`config.mk`:
```
export PLATFORM = sky130hd
export DESIGN_NAME = word_byte_serializer
export DESIGN_NICKNAME = d
export VERILOG_FILES = /design/src/rtl/ser_pkg.sv /design/src/rtl/byte_lane_shifter.sv /design/src/rtl/word_byte_serializer.sv
export SDC_FILE = /design/constraint.sdc
export NUM_CORES = 1
export LEC_CHECK = 0
export ABC_CLOCK_PERIOD_IN_PS = 2300
export CAP_MARGIN = 15
export CORE_MARGIN = 5
export CORE_UTILIZATION = 35
export CTS_CLUSTER_DIAMETER = 120
export DETAILED_ROUTE_END_ITERATION = 6
export HOLD_SLACK_MARGIN = 0.1
export PLACE_DENSITY_LB_ADDON = 0.08
export SYNTH_ARGS = -nofsm -noshare
export SYNTH_HDL_FRONTEND = slang
export SYNTH_HIERARCHICAL = 1
export SYNTH_SLANG_ARGS = --single-unit
```
`constraint.sdc`:
```
create_clock -name CLK -period 2.3 [get_ports CLK]
set_input_delay 0.345 -clock CLK [delete_from_list [all_inputs] [get_ports CLK]]
set_output_delay 0.345 -clock CLK [all_outputs]
set_load 0.05 [all_outputs]
```
`src/rtl/ser_pkg.sv`:
```
// rtl/ser_pkg.sv - shared types and constants for the word-to-byte serializer
package ser_pkg;

    localparam int BYTE_W = 8;

    typedef enum logic {
        S_IDLE = 1'b0,
        S_SEND = 1'b1
    } state_t;

    function automatic int num_bytes(input int width);
        return width / BYTE_W;
    endfunction

endpackage

```
`src/rtl/byte_lane_shifter.sv`:
```
// rtl/byte_lane_shifter.sv - word holding register that presents one byte lane at a time
module byte_lane_shifter
    import ser_pkg::*;
#(
    parameter int WIDTH     = 16,
    parameter bit LSB_FIRST = 1'b0
) (
    input  logic              clk,
    input  logic              rst,
    input  logic              load,
    input  logic              advance,
    input  logic [WIDTH-1:0]  load_data,
    output logic [BYTE_W-1:0] byte_out
);

    logic [WIDTH-1:0] word_q;
    logic [WIDTH-1:0] word_d;

    // The byte on offer always sits at the emitting end, so advancing is a plain shift.
    always_comb begin
        word_d = word_q;
        if (load) begin
            word_d = load_data;
        end else if (advance) begin
            word_d = LSB_FIRST ? (word_q >> BYTE_W) : (word_q << BYTE_W);
        end
    end

    always_ff @(posedge clk or posedge rst) begin
        if (rst) begin
            word_q <= '0;
        end else begin
            word_q <= word_d;
        end
    end

    assign byte_out = LSB_FIRST ? word_q[BYTE_W-1:0] : word_q[WIDTH-1 -: BYTE_W];

endmodule

```
`src/rtl/word_byte_serializer.sv`:
```
// rtl/word_byte_serializer.sv - splits WIDTH-bit words into a byte stream and counts completed words
module word_byte_serializer
    import ser_pkg::*;
#(
    parameter int WIDTH     = 16,
    parameter bit LSB_FIRST = 1'b0,
    parameter int CNT_W     = 16
) (
    input  logic              CLK,
    input  logic              ASYNCRESET,
    input  logic              in_valid,
    output logic              in_ready,
    input  logic [WIDTH-1:0]  in_data,
    output logic              out_valid,
    input  logic              out_ready,
    output logic [BYTE_W-1:0] out_data,
    output logic              out_last,
    output logic [CNT_W-1:0]  word_count
);

    localparam int NB    = num_bytes(WIDTH);
    localparam int IDX_W = (NB > 1) ? $clog2(NB) : 1;
    localparam logic [IDX_W-1:0] LAST_IDX = IDX_W'(NB - 1);

    if ((WIDTH % BYTE_W) != 0 || WIDTH < 16 || CNT_W < 1) begin : g_bad_params
        $error("word_byte_serializer: illegal WIDTH/CNT_W");
    end

    state_t           state_q, state_d;
    logic [IDX_W-1:0] idx_q, idx_d;
    logic             valid_q, valid_d;
    logic             last_q, last_d;
    logic [CNT_W-1:0] cnt_q, cnt_d;
    logic             out_hs;
    logic             in_hs;

    // A new word may be taken in the same cycle the previous word's last byte leaves.
    always_comb begin
        out_hs   = valid_q && out_ready;
        in_ready = (state_q == S_IDLE) || (out_hs && last_q);
        in_hs    = in_valid && in_ready;

        state_d = state_q;
        idx_d   = idx_q;
        valid_d = valid_q;
        last_d  = last_q;
        cnt_d   = cnt_q;

        if (out_hs) begin
            if (last_q) begin
                cnt_d   = cnt_q + 1'b1;
                state_d = S_IDLE;
                valid_d = 1'b0;
                last_d  = 1'b0;
                idx_d   = '0;
            end else begin
                idx_d  = idx_q + 1'b1;
                last_d = ((idx_q + 1'b1) == LAST_IDX);
            end
        end

        if (in_hs) begin
            state_d = S_SEND;
            valid_d = 1'b1;
            idx_d   = '0;
            last_d  = 1'b0;
        end
    end

    always_ff @(posedge CLK or posedge ASYNCRESET) begin
        if (ASYNCRESET) begin
            state_q <= S_IDLE;
            idx_q   <= '0;
            valid_q <= 1'b0;
            last_q  <= 1'b0;
            cnt_q   <= '0;
        end else begin
            state_q <= state_d;
            idx_q   <= idx_d;
            valid_q <= valid_d;
            last_q  <= last_d;
            cnt_q   <= cnt_d;
        end
    end

    byte_lane_shifter #(
        .WIDTH     (WIDTH),
        .LSB_FIRST (LSB_FIRST)
    ) u_lane (
        .clk       (CLK),
        .rst       (ASYNCRESET),
        .load      (in_hs),
        .advance   (out_hs && !last_q),
        .load_data (in_data),
        .byte_out  (out_data)
    );

    assign out_valid  = valid_q;
    assign out_last   = last_q;
    assign word_count = cnt_q;

endmodule
```
==> results of run 1 <==
[flip-flops by register name (all words and copies together) (netlist names)]
signal	count
u_lane/word_q	16
word_count	16
out_last	1
out_valid	1
[through the flow]
stage          cells  worst slack, ns  util, %  instance area, sq um  hold WS [ns]
3_5_place_dp     239            0.421     46.2                  2050         0.468
2_1_floorplan    153            0.307        -                  1630         0.259
3_3_place_gp     239            0.487     46.2                  2050         0.460
6_report         245            0.343     48.1                  2140         0.473
5_1_grt          245            0.275     48.1                  2140         0.516
4_1_cts          245            0.323     48.1                  2140         0.478
[path summary, 6_finish.rpt]
path / end / slack [ns] / depth (start not counted) / from
setup / recovery: word_count[3] / 0.34 / 1 / word_count[3]$_DFFE_PP0P_
max in group asynchronous: word_count[6]$_DFFE_PP0P_ / 1.33 / 2 / ASYNCRESET
setup reg to reg: u_lane/word_q[0]$_DFFE_PP0P_ / 0.82 / 6 / out_last$_DFFE_PP0P_
hold / removal: word_count[15]$_DFFE_PP0P_ / 0.47 / 1 / word_count[15]$_DFFE_PP0P_
min in group asynchronous: u_lane/word_q[1]$_DFFE_PP0P_ / 0.48 / 2 / ASYNCRESET
hold reg to reg: word_count[15]$_DFFE_PP0P_ / 0.47 / 1 / word_count[15]$_DFFE_PP0P_
[metal layers]
| metal | up-vias | global-route usage [%] |
|---|---|---|
| met2 | 30 | 18.4 |
| met3 | 6 | 3.55 |
| li1 | 570 | - |
| met4 | 0 | 5.24 |
| met5 | - | 0 |
| met1 | 547 | 14.5 |
[logic make-up after synthesis]
| kind of cell | after synthesis | synth area share (%) |
|---|---|---|
| multiplexers | 8 | 4.91 |
| adder cells (fa/ha/maj) | 1 | 0.767 |
| AND/OR/NAND/NOR | 61 | 20.4 |
| buffers and inverters | 17 | 8.44 |
| flip-flops | 34 | 52.2 |
| AO/OA/AOI/OAI | 17 | 5.22 |
| XOR/XNOR | 15 | 8.06 |
[report_power, final]
group / internal [mW] / switching [mW] / total, mW
Clock: 0.231 / 0.194 / 0.424
Combinational: 0.370 / 0.639 / 1.01
Sequential: 0.757 / 0.137 / 0.894
[cell usage in the layout (no fill, tap or decap)]
cell type        Yosys  layout
nand2b_1            10      10
nand4_4              1       1
o21ai_0             15      15
clkbuf_8             0       6
nor2_1               4       4
clkdlybuf4s50_1      0      45
mux2i_1              8       8
nor4_4               1       1
xnor2_1             12      12
nor3_2               1       1
nand3_2              1       1
nand3_1              5       5
inv_1                3       3
and3_1               2       2
nand4_1              3       3
nand2_1             29      29
buf_4                9       2
and2_1               1       1
o21ai_1              2       2
and3_2               2       2
xor2_1               3       3
buf_12               1       1
dfrtp_1             34      34
or2_1                1       1
ha_1                 1       1
[layout make-up]
cell class	count	area [sq um]
Inverter	3	11.3
Fill cell	436	2310
Sequential cell	34	851
Multi-Input combinational cell	102	642
Clock buffer	6	82.6
Tap cell	52	65.1
Timing Repair Buffer	48	485
==> impl_metrics.env, run 1 <==
export IMPL_critPathSlowestCell="clkdlybuf4s50_1"
export IMPL_clk_pin_slew_ns=0.06
export IMPL_maxUsedRoutingLayer="met4"
export IMPL_cp_max_fo=6
export IMPL_pwr_density_cell_nw_per_um2=1090
export IMPL_antenna_left=0
export IMPL_grt_pass1_wl_um=5560
export IMPL_overflow=0
export IMPL_critPathArrivalTime_ns=1.61
export IMPL_hold_violations=0
export IMPL_core_sq_um=4440
export IMPL_cts_path_max_buffers=2
export IMPL_drive_gt1_share_pct=7.77
export IMPL_finalCriticalPeriod_ns=1.96
export IMPL_path_class="flop to primary output"
export IMPL_wl_met2_um=1580
export IMPL_initial_core_util_pct=36.7
export IMPL_synth_top_cells_by_area="dfrtp_1 52%, nand2_1 6.7%, xnor2_1 6.4%"
export IMPL_synth_commonest_cells="34 x dfrtp_1, 29 x nand2_1, 15 x o21ai_0"
export IMPL_critPathTopFamily="buffers and inverters"
export IMPL_hpwl_um=2470
export IMPL_worst_pin_slew_ns=0.723
export IMPL_fin_crit_sh_pct=85.1
export IMPL_post_cts_buffers=0
export IMPL_yosysMostFrequentCell="dfrtp_1"
export IMPL_yosysTopAreaCell="dfrtp_1"
export IMPL_slew_violations=0
export IMPL_first_global_vias=1205
export IMPL_slew_headroom_pct=51.7
export IMPL_m1WireLength_um=1530
export IMPL_crit_buf_inv=1
export IMPL_numPortBuffers=46
export IMPL_fin_skew_ns=0.00337
export IMPL_globalplace_congestion=0.694
export IMPL_antenna_found_initial=0
export IMPL_ys_flop_type="dfrtp_1"
export IMPL_synth_nets=174
export IMPL_cts_inserted_buffers=5
export IMPL_die_y_um=78.3
export IMPL_cts_htree_levels=2
export IMPL_nets=215
export IMPL_syn_area_sq_um=1630
export IMPL_drtIter0Drc=33
export IMPL_synth_edf_count=0
export IMPL_dr_pass1_iters=4
export IMPL_synth_seq_area_share_pct=52.2
export IMPL_viasPerCell=4.71
export IMPL_antenna_cells=0
export IMPL_cp_required_ns=1.96
export IMPL_die_x_um=78.3
export IMPL_fmax_ghz=0.511
export IMPL_worst_skew_pair_late_latency_ns=0.27
export IMPL_ys_ff_latch=34
export IMPL_synthDistinctLibCells=25
export IMPL_avgSynthCellArea_sq_um=10.7
export IMPL_met3_length_um=161
export IMPL_num_rows=24
export IMPL_cts_sinks=34
export IMPL_wl_um=3330
export IMPL_root_buffer="clkbuf_8"
export IMPL_startpoint_type="flop"
export IMPL_cpPeakStageDelay_ns=0.87
export IMPL_grt_max_degree=33
export IMPL_grt_use_total_pct=11.6
export IMPL_critical_path_cell_chain="clkdlybuf4s50_1"
export IMPL_max_cap_violations=0
export IMPL_synth_warnings=6
export IMPL_p_total_mw=2.33
export IMPL_vdd_drop_max_mv=0.573
export IMPL_synth_async_reset_ratio_pct=100
export IMPL_drc_errors=0
export IMPL_vias=1153
export IMPL_status="finished, final reports clean"
export IMPL_p_leak_nw=0.925
export IMPL_cts_resized=0
export IMPL_netlist_instances=153
export IMPL_die_area_sq_um=6120
export IMPL_tritoncts="yes"
export IMPL_endpoint_kind="primary output"
export IMPL_rsz0062_at_grt="false"
export IMPL_areaGrowthSynthToFinish_pct=31.1
export IMPL_setup_tns_ns=0
export IMPL_yosysTopAreaCellShare_pct=52.2
export IMPL_ios=47
export IMPL_hold_path_class="flop to flop"
export IMPL_wl_per_cell_um=13.6
export IMPL_cts_hold_buffers_added=0
export IMPL_setup_violations=0
Note: power is estimated with default switching activity, not from simulation.
==> run 2: changes to the inputs <==
Settings changed: CORE_ASPECT_RATIO from default to 1.2, SETUP_SLACK_MARGIN from default to 0.15.
==> run 2 against run 1 <==
Clock power increased by 4.7%. Wire length decreased by 2.2%. Final cell count grew 3.3%. Largest cell class unchanged. Highest routed layer unchanged.
==> impl_metrics.env, run 2 (same netlist as run 1, synthesis figures left out) <==
export IMPL_drive_gt1_share_pct=8.21
export IMPL_vdd_drop_max_mv=0.503
export IMPL_root_buffer="clkbuf_8"
export IMPL_nets=215
export IMPL_critPathCapture="word_count[3]"
export IMPL_cts_inserted_buffers=5
export IMPL_cp_max_fo=6
export IMPL_fin_skew_ns=0.00737
export IMPL_die_y_um=84.8
export IMPL_grt_max_degree=33
export IMPL_endpoint_kind="primary output"
export IMPL_cts_path_max_buffers=2
export IMPL_die_x_um=72.3
export IMPL_ios=47
export IMPL_cp_required_ns=1.96
export IMPL_crit_buf_inv=1
export IMPL_areaGrowthSynthToFinish_pct=32.1
export IMPL_critPathTopFamily="buffers and inverters"
export IMPL_antenna_cells=0
export IMPL_path_depth=1
export IMPL_status="finished, final reports clean"
export IMPL_pwr_density_cell_nw_per_um2=1080
export IMPL_numPortBuffers=46
export IMPL_globalplace_congestion=0.789
export IMPL_final_util_pct=47.2
export IMPL_post_place_cells=245
export IMPL_num_rows=27
export IMPL_slew_violations=0
export IMPL_finalCriticalPeriod_ns=1.94
export IMPL_cts_sinks=34
export IMPL_vias=1145
export IMPL_rsz0062_at_grt="false"
export IMPL_setup_violations=0
export IMPL_crit_reg2reg_capture="u_lane/word_q[5]$_DFFE_PP0P_"
export IMPL_fmax_ghz=0.516
export IMPL_r2r_start="out_last$_DFFE_PP0P_"
export IMPL_startpoint_type="flop"
export IMPL_hold_path_class="input pin to asynchronous set/reset pin"
export IMPL_final_cell_mix="45 x clkdlybuf4s50_1, 34 x dfrtp_1, 29 x nand2_1, 15 x o21ai_0, 12 x xnor2_1"
export IMPL_cts_htree_levels=2
export IMPL_overflow=0
export IMPL_worst_pin_slew_ns=0.677
export IMPL_first_global_vias=1243
export IMPL_die_area_sq_um=6130
export IMPL_post_cts_buffers=0
export IMPL_initial_core_util_pct=35.7
export IMPL_drtIter0Drc=62
export IMPL_reg2reg_slack_ns=0.88
export IMPL_critPathSlowestCell="clkdlybuf4s50_1"
export IMPL_cts_hold_buffers_added=0
export IMPL_p_leak_nw=0.930
export IMPL_viasPerCell=4.53
export IMPL_cts_resized=0
export IMPL_grt_use_total_pct=11.9
export IMPL_final_common_cell="clkdlybuf4s50_1"
export IMPL_p_total_mw=2.34
export IMPL_core_sq_um=4560
export IMPL_r2r_worst_path_cells=6
export IMPL_critPathArrivalTime_ns=1.59
export IMPL_dr_pass1_iters=4
export IMPL_grt_pass1_wl_um=5710
export IMPL_hold_violations=0
export IMPL_drc_errors=0
export IMPL_antenna_left=0
export IMPL_worst_skew_pair_late_latency_ns=0.28
export IMPL_clk_pin_slew_ns=0.07
export IMPL_fin_crit_sh_pct=84.2
export IMPL_max_cap_violations=0
export IMPL_critPathLaunch="word_count[3]$_DFFE_PP0P_"
export IMPL_hpwl_um=2350
export IMPL_critical_path_cell_chain="clkdlybuf4s50_1"
export IMPL_antenna_found_initial=0
export IMPL_tritoncts="yes"
export IMPL_finalNonFillerCells=253
export IMPL_wl_per_cell_um=12.9
export IMPL_setup_tns_ns=0
export IMPL_path_class="flop to primary output"
export IMPL_wl_um=3260
export IMPL_slew_headroom_pct=54.8
export IMPL_cpPeakStageDelay_ns=0.85
==> run 2: final cells by class <==
type,instances,area (sq um)
clock buffers,7,86.3
clock inverters,1,5.00
fillers,447,2410
inverters,3,11.3
multi-input cells,102,642
flip-flops and latches,34,851
well taps,58,72.6
repair buffers,48,485
==> run 2: power breakdown <==
| part | internal (mW) | switching (mW) | total, mW |
|---|---|---|---|
| Clock | 0.241 | 0.203 | 0.444 |
| Sequential | 0.757 | 0.129 | 0.885 |
| Combinational | 0.370 | 0.637 | 1.01 |
==> run 2: worst min-delay path by stage <==
stage | depth (start not counted) | to | startpoint
after detailed placement | 1 | word_count[15]$_DFFE_PP0P_ | word_count[15]$_DFFE_PP0P_
after CTS | 2 | u_lane/word_q[9]$_DFFE_PP0P_ | ASYNCRESET
final | 2 | u_lane/word_q[9]$_DFFE_PP0P_ | ASYNCRESET
after global routing | 1 | word_count[15]$_DFFE_PP0P_ | word_count[15]$_DFFE_PP0P_
after global placement | 1 | word_count[15]$_DFFE_PP0P_ | word_count[15]$_DFFE_PP0P_
after floorplan | 1 | u_lane/word_q[0]$_DFFE_PP0P_ | ASYNCRESET
==> run 2: per-stage QoR <==
stage | setup slack, ns | hold slack [ns] | instance area, sq um
after floorplan | 0.307 | 0.259 | 1630
after global placement | 0.473 | 0.462 | 2060
after detailed placement | 0.432 | 0.467 | 2060
after CTS | 0.334 | 0.477 | 2150
after global routing | 0.307 | 0.514 | 2150
final | 0.363 | 0.466 | 2150
==> run 2: per-layer routing <==
layer	routed length [um]	GRT usage (%)	vias to the layer above
met4	60	5.13	0
met2	1500	19.2	32
met5	0	0	-
li1	-	-	574
met1	1500	14.1	533
met3	192	4.31	6
